[src/rtl/serial_gp_adder_ctrl_if.sv]
// Port bundle for serial_gp_adder_ctrl: requests, operands, grant, result and consumer ack.
// The width is set by WIDTH and must match the WIDTH of the attached controller.
interface serial_gp_adder_ctrl_if #(
   parameter int WIDTH = 8
);
   logic             Req0;
   logic             Req1;
   logic [WIDTH-1:0] A0;
   logic [WIDTH-1:0] B0;
   logic [WIDTH-1:0] A1;
   logic [WIDTH-1:0] B1;
   logic             Cin0;
   logic             Cin1;
   logic [1:0]       Gnt;
   logic             Busy;
   logic             Valid;
   logic             Owner;
   logic [WIDTH-1:0] Sum;
   logic             Cout;
   logic             G;
   logic             P;
   logic             Ack;

   // Handshakes:
   // - Request side: requester n keeps ReqN, An, Bn and CinN stable until Gnt[n] is seen
   //   high at a rising edge. That edge is the transfer.
   // - Result side: Valid stays high with stable results until a rising edge with Ack=1.
   //   That edge is the transfer. Ack is ignored while Valid=0.
   modport master (
      output Req0, Req1, A0, B0, A1, B1, Cin0, Cin1, Ack,
      input  Gnt, Busy, Valid, Owner, Sum, Cout, G, P
   );

   modport slave (
      input  Req0, Req1, A0, B0, A1, B1, Cin0, Cin1, Ack,
      output Gnt, Busy, Valid, Owner, Sum, Cout, G, P
   );
endinterface

[src/rtl/serial_gp_adder_ctrl.sv]
// Two-requester arbiter and bit-serial sequencer around one shared GP full-adder cell.
// Optional macro ROUND_ROBIN_EN selects round-robin arbitration; default is fixed priority.
module serial_gp_adder_ctrl #(
   parameter int WIDTH = 8
) (
   input  logic                  clk,
   input  logic                  rst_n,
   serial_gp_adder_ctrl_if.slave bus,
   output logic [1:0]            state
);

   localparam logic [1:0] ST_IDLE = 2'd0;
   localparam logic [1:0] ST_RUN  = 2'd1;
   localparam logic [1:0] ST_DONE = 2'd2;

   localparam int CNT_W = (WIDTH > 2) ? $clog2(WIDTH) : 1;
   localparam logic [CNT_W-1:0] LAST_BIT = CNT_W'(WIDTH - 1);

   logic [WIDTH-1:0] a_sh;
   logic [WIDTH-1:0] b_sh;
   logic [WIDTH-2:0] sum_sh;
   logic [CNT_W-1:0] bit_cnt;
   logic             c;
   logic             gc;
   logic             pa;

   logic             win0;
   logic             win1;
   logic             idle;
   logic             accept;

   logic             bit_p;
   logic             bit_g;
   logic             bit_s;
   logic             c_nxt;
   logic             gc_nxt;
   logic             pa_nxt;
   logic [WIDTH-1:0] sum_nxt;
   logic             last_bit;

`ifdef ROUND_ROBIN_EN
   // rr_ptr names the requester that wins the next tie.
   logic rr_ptr;
`endif

   always_comb begin
      win0 = 1'b0;
      win1 = 1'b0;
`ifdef ROUND_ROBIN_EN
      if (bus.Req0 && bus.Req1) begin
         win0 = ~rr_ptr;
         win1 = rr_ptr;
      end else begin
         win0 = bus.Req0;
         win1 = bus.Req1;
      end
`else
      win0 = bus.Req0;
      win1 = bus.Req1 & ~bus.Req0;
`endif
   end

   // Grant is suppressed while reset is asserted so no requester sees a phantom acceptance.
   assign idle     = (state == ST_IDLE) && rst_n;
   assign accept   = idle && (bus.Req0 || bus.Req1);
   assign bus.Gnt  = idle ? {win1, win0} : 2'b00;
   assign bus.Busy = (state != ST_IDLE);

   always_comb begin
      bit_p    = a_sh[0] ^ b_sh[0];
      bit_g    = a_sh[0] & b_sh[0];
      bit_s    = bit_p ^ c;
      c_nxt    = bit_g | (bit_p & c);
      gc_nxt   = bit_g | (bit_p & gc);
      pa_nxt   = pa & bit_p;
      sum_nxt  = {bit_s, sum_sh};
      last_bit = (bit_cnt == LAST_BIT);
   end

   always_ff @(posedge clk) begin
      if (!rst_n) begin
         state     <= ST_IDLE;
         a_sh      <= '0;
         b_sh      <= '0;
         sum_sh    <= '0;
         bit_cnt   <= '0;
         c         <= 1'b0;
         gc        <= 1'b0;
         pa        <= 1'b1;
         bus.Valid <= 1'b0;
         bus.Owner <= 1'b0;
         bus.Sum   <= '0;
         bus.Cout  <= 1'b0;
         bus.G     <= 1'b0;
         bus.P     <= 1'b0;
`ifdef ROUND_ROBIN_EN
         rr_ptr    <= 1'b0;
`endif
      end else begin
         case (state)
            ST_IDLE: begin
               if (accept) begin
                  if (win1) begin
                     a_sh      <= bus.A1;
                     b_sh      <= bus.B1;
                     c         <= bus.Cin1;
                     bus.Owner <= 1'b1;
                  end else begin
                     a_sh      <= bus.A0;
                     b_sh      <= bus.B0;
                     c         <= bus.Cin0;
                     bus.Owner <= 1'b0;
                  end
                  gc      <= 1'b0;
                  pa      <= 1'b1;
                  bit_cnt <= '0;
                  state   <= ST_RUN;
`ifdef ROUND_ROBIN_EN
                  rr_ptr  <= win0;
`endif
               end
            end
            ST_RUN: begin
               // Operands shift right so the cell always sees the current bit at index 0.
               a_sh    <= a_sh >> 1;
               b_sh    <= b_sh >> 1;
               c       <= c_nxt;
               gc      <= gc_nxt;
               pa      <= pa_nxt;
               sum_sh  <= sum_nxt[WIDTH-1:1];
               bit_cnt <= bit_cnt + 1'b1;
               if (last_bit) begin
                  bus.Sum   <= sum_nxt;
                  bus.Cout  <= c_nxt;
                  bus.G     <= gc_nxt;
                  bus.P     <= pa_nxt;
                  bus.Valid <= 1'b1;
                  state     <= ST_DONE;
               end
            end
            ST_DONE: begin
               if (bus.Ack && bus.Valid) begin
                  bus.Valid <= 1'b0;
                  state     <= ST_IDLE;
               end
            end
            default: begin
               state <= ST_IDLE;
            end
         endcase
      end
   end

endmodule

[src/flat_wrapper.sv]
// flat-port wrapper written by rule: the top's interface ports become plain ports
module serial_gp_adder_ctrl_flat 
#(
   parameter int WIDTH = 8
)
  (clk, rst_n, state, bus_Req0, bus_Req1, bus_A0, bus_B0, bus_A1, bus_B1, bus_Cin0, bus_Cin1, bus_Ack, bus_Gnt, bus_Busy, bus_Valid, bus_Owner, bus_Sum, bus_Cout, bus_G, bus_P);
  serial_gp_adder_ctrl_if #(.WIDTH(WIDTH)) bus_i ();
  input  logic clk;
  input  logic rst_n;
  output logic [1:0] state;
  input wire logic [$bits(bus_i.Req0)-1:0] bus_Req0;
  input wire logic [$bits(bus_i.Req1)-1:0] bus_Req1;
  input wire logic [$bits(bus_i.A0)-1:0] bus_A0;
  input wire logic [$bits(bus_i.B0)-1:0] bus_B0;
  input wire logic [$bits(bus_i.A1)-1:0] bus_A1;
  input wire logic [$bits(bus_i.B1)-1:0] bus_B1;
  input wire logic [$bits(bus_i.Cin0)-1:0] bus_Cin0;
  input wire logic [$bits(bus_i.Cin1)-1:0] bus_Cin1;
  input wire logic [$bits(bus_i.Ack)-1:0] bus_Ack;
  output wire logic [$bits(bus_i.Gnt)-1:0] bus_Gnt;
  output wire logic [$bits(bus_i.Busy)-1:0] bus_Busy;
  output wire logic [$bits(bus_i.Valid)-1:0] bus_Valid;
  output wire logic [$bits(bus_i.Owner)-1:0] bus_Owner;
  output wire logic [$bits(bus_i.Sum)-1:0] bus_Sum;
  output wire logic [$bits(bus_i.Cout)-1:0] bus_Cout;
  output wire logic [$bits(bus_i.G)-1:0] bus_G;
  output wire logic [$bits(bus_i.P)-1:0] bus_P;
  assign bus_i.Req0 = bus_Req0;
  assign bus_i.Req1 = bus_Req1;
  assign bus_i.A0 = bus_A0;
  assign bus_i.B0 = bus_B0;
  assign bus_i.A1 = bus_A1;
  assign bus_i.B1 = bus_B1;
  assign bus_i.Cin0 = bus_Cin0;
  assign bus_i.Cin1 = bus_Cin1;
  assign bus_i.Ack = bus_Ack;
  assign bus_Gnt = bus_i.Gnt;
  assign bus_Busy = bus_i.Busy;
  assign bus_Valid = bus_i.Valid;
  assign bus_Owner = bus_i.Owner;
  assign bus_Sum = bus_i.Sum;
  assign bus_Cout = bus_i.Cout;
  assign bus_G = bus_i.G;
  assign bus_P = bus_i.P;
  serial_gp_adder_ctrl #(.WIDTH(WIDTH)) u_core (.clk(clk), .rst_n(rst_n), .bus(bus_i), .state(state));
endmodule
[config.mk]
export PLATFORM = sky130hd
export DESIGN_NAME = serial_gp_adder_ctrl_flat
export DESIGN_NICKNAME = d
export VERILOG_FILES = /design/src/rtl/serial_gp_adder_ctrl_if.sv /design/src/rtl/serial_gp_adder_ctrl.sv /design/src/flat_wrapper.sv
export SDC_FILE = /design/constraint.sdc
export NUM_CORES = 1
export LEC_CHECK = 0
export BUFFER_PORTS_ARGS = -buffer_cell sky130_fd_sc_hd__buf_2
export CAP_MARGIN = 30
export CORE_UTILIZATION = 47
export DETAILED_ROUTE_END_ITERATION = 8
export GPL_ROUTABILITY_DRIVEN = 0
export PLACE_DENSITY = 0.75
export RECOVER_POWER = 25
export REMOVE_ABC_BUFFERS = 1
export SYNTH_ARGS = -nofsm -noshare
export SYNTH_HDL_FRONTEND = slang
export SYNTH_SLANG_ARGS = --single-unit
export TNS_END_PERCENT = 100
[constraint.sdc]
create_clock -name clk -period 1.46 [get_ports clk]
set_clock_uncertainty 0.2 [all_clocks]
set_input_delay 0.073 -clock clk [delete_from_list [all_inputs] [get_ports clk]]
set_output_delay 0.073 -clock clk [all_outputs]
set_load 0.02 [all_outputs]
==> results.md <==
- Outcome: finished with violations
- Violated checks: negative setup slack
- DR iter-0 viols: between 200 and 250
- Sw Share: 24.3%
- LEAKAGE: approximately 1.4 nW
- Root Driver: clkbuf_8
- Tmin final: roughly 1.7 ns
- Layout Cells excl Fill: 396
- Seq/Total Area, Yosys: 41.4%
- Clock power share: 41.5%
- Max IR drop VDD: 0.581 mV
- Vias in the first global route: 2251
- CTS HTree Levels: 2
- Area delta synth->final: 58.2%
- Sequential share of power: just over 40%
- Final Hold Viols: 0
- Pwr per Cell Area: roughly 940 mW/mm²
- Hold Path Depth: 3
- Hold slack: about 0.037 ns
- I/O Pins: 57
- Final Worst Setup Slack: -0.199 ns
- R2R Setup Slk: -0.20 ns
- Top cells by area, synth: dfxtp_1 (41%), nand2_1 (9.3%), mux2i_1 (7.1%), o211ai_1 (6.7%), a21oi_1 (6.6%)
- Drt wl/cell: between 20 and 25 µm
- Largest net degree at the start of global routing: 17
- R2R cell count: 6
- Hold Path End: u_core.b_sh[7]
- Initial antenna violation count: 0
- CTS clk-pin slew, worst paths: 0.09 ns
- Most common cell after layout, fill and taps aside: buf_2
- Worst relative slew slack: 73.2%
- CTS tree: yes
- Max Cap Violations: 0
- Vias per std cell: 5.98
- Placed inst area: ~0.0025 mm²
- Post-route cell area: between 0.003 and 0.004 mm²
- Ant diodes: 0
- Most frequent cells in the layout: buf_2 (46), nand2_1 (42), dfxtp_1 (38)
- Critical path launch point type: flip-flop
- Placed Cells: between 300 and 400
- Synth top area share: approximately 41%
- Residual DRC count: 0
- CTS Buffer Depth: 2
- Die footprint: 0.00480 mm²
- Crit path kind: reg -> reg
- Yosys top cell by area: dfxtp_1
- Internal power: ~2.4 mW
- Worst-margin pin slew: about 0.40 ns
- Sw power: 0.766 mW
- Die Ht: roughly 70 µm
- Global-route wire length before repair: 11.0 mm
- Mean post-synth cell area: 9.18 µm²
- RSZ-0062 raised after global routing: yes
- Flop and latch count out of synthesis: 44
- Ys Warns: 0
- DR vias: roughly 2400
- Total clock buffers created by CTS: 5
- Clock latency on the worst-skew pair: slightly above 0.3 ns
- Total track usage: slightly below 30%
- Max Slew Vio Count: 0
- Total grt overflow: 0
- Core area: ~0.0044 mm²
- Clock sink count: 44
- Synthesized area: 0.00213 mm²
- Layout cell share with drive strength beyond 1: a little over two fifths
- Post-DRT Antenna Nets: 0
- Gate Count Post-Synth: ~230
- Fmax: 603 MHz
- Sum Neg Setup Slack: -1.20 ns
- Setup Viol. Count Final: 23
- Critical path capture point type: flip-flop
- Worst r2r src: u_core.bit_cnt[1]
- Final period util: 114%
- Drt first pass iters: 5
- Netlist cell types: 38
- Width of the die: approximately 69 µm
- HP Start: bus_B1[7]
- Crit path arrival time: 1.64 ns
- Initial Utilization: ~49%
- Fin nets: roughly 390
- HP Class: in -> reg
- IO buf count: between 50 and 60
- Fill cells: 259
- Reg-to-Reg End: u_core.bus.G
- Total routed wirelength: between 8 and 9 mm
- Row count: 24
- Critical Path RT: about 1.4 ns
- Dpl hpwl: 3.44 mm
- Highest net fanout along the worst path: 4
- Combinational power share: around 17%
metrics by stage:
| step | util (%) | total power [mW] | worst slack (ns) |
|---|---|---|---|
| after floorplan | - | 1.49 | -0.279 |
| after global placement | 58.1 | 1.67 | -0.0406 |
| after detailed placement | 58.1 | 1.67 | -0.103 |
| after CTS | 72.3 | 3.04 | -0.0350 |
| after global routing | 77.4 | 3.23 | -0.229 |
| final | 77.4 | 3.15 | -0.199 |
timing repair:
action                                  CTS  global route
endpoints found under the hold margin    22             0
setup buffers                             3             5
hold buffers                             35             0
endpoints found under the setup margin   46            45
pin swaps                                 6            37
resized for setup                        21            54
cloned                                    1             2
critical path: stages, from the launching register on:
cell and delay, ns:
dfxtp_2 0.36, ha_4 0.15, ha_4 0.15, nand3b_1 0.18, buf_4 0.20, a211oi_2 0.20
nor3_1 0.11
cell usage after synthesis:
library cell,count
and2b_1,1
nand3_1,4
mux2i_1,15
or3b_1,1
nor3_1,2
o211ai_2,9
a211oi_1,2
buf_2,7
and3b_2,1
nor2b_4,1
a32o_1,1
ha_1,3
and3b_1,1
nand3b_1,1
buf_6,3
clkbuf_1,4
o21a_1,1
a311oi_1,2
o21ai_0,3
nand2b_1,1
a21oi_1,28
nor3b_4,1
or2_2,1
buf_4,3
fa_1,1
nor3_4,1
buf_12,2
a211o_1,1
nand2_1,53
nor2_1,4
and2_1,2
o221ai_1,1
inv_1,4
dfxtp_1,44
o221ai_2,1
a22oi_1,2
o211ai_1,19
nand2_4,1
kinds of logic after synthesis:
kind of cell | after synthesis | synth area share, %
AND/OR/NAND/NOR | 76 | 17.5
adder cells (fa/ha/maj) | 4 | 2.70
buffers and inverters | 23 | 7.58
flip-flops | 44 | 41.4
multiplexers | 15 | 7.05
AO/OA/AOI/OAI | 70 | 23.9
how the worst max path moves through the flow:
stage	from	endpoint	slack (ns)	cells after the start
6_report	u_core.bit_cnt[1]	u_core.bus.G	-0.20	6
3_5_place_dp	u_core.state[1]	u_core.a_sh[3]	-0.10	3
3_3_place_gp	u_core.state[0]	u_core.gc	-0.04	4
5_1_grt	u_core.bit_cnt[1]	u_core.bus.G	-0.23	6
2_1_floorplan	u_core.state[1]	u_core.a_sh[7]	-0.28	3
4_1_cts	u_core.state[0]	bus_Gnt[1]	-0.03	3
sequential cells by signal (all words and copies together) (netlist names):
signal and flops:
u_core.a_sh 8, u_core.b_sh 8, u_core.bus.Sum 8, u_core.sum_sh 7, u_core.bit_cnt 3, u_core.state 2, u_core.bus.Cout 1, u_core.bus.G 1
u_core.bus.Owner 1, u_core.bus.P 1, u_core.bus.Valid 1, u_core.c 1, u_core.gc 1, u_core.pa 1
metal layers:
metal,track usage (%),vias to the layer above,routed length [µm]
li1,-,1047,-
met1,34.9,1114,3180
met2,49.7,152,3860
met3,5.96,55,516
met4,17.7,0,499
met5,0,-,0
layout make-up:
type                       instances  area [µm²]  area share [%]
clock inverter                     3        90.1            2.67
timing repair buffer             121         936            27.8
inverter                           4        15.0           0.446
tap                               52        65.1            1.93
clock buffer                       5        68.8            2.04
multi-input combinational        167        1300            38.6
sequential                        44         893            26.5
power groups by stage:
| stage | Sequential, mW | Combinational [mW] | Clock (mW) |
|---|---|---|---|
| detailed placement | 1.31 | 0.363 | 0 |
| finish | 1.30 | 0.545 | 1.31 |
| CTS | 1.28 | 0.455 | 1.30 |
| global route | 1.30 | 0.573 | 1.35 |
| global placement | 1.31 | 0.358 | 0 |
| floorplan | 1.31 | 0.177 | 0 |
(Power assumes the default switching activity.)
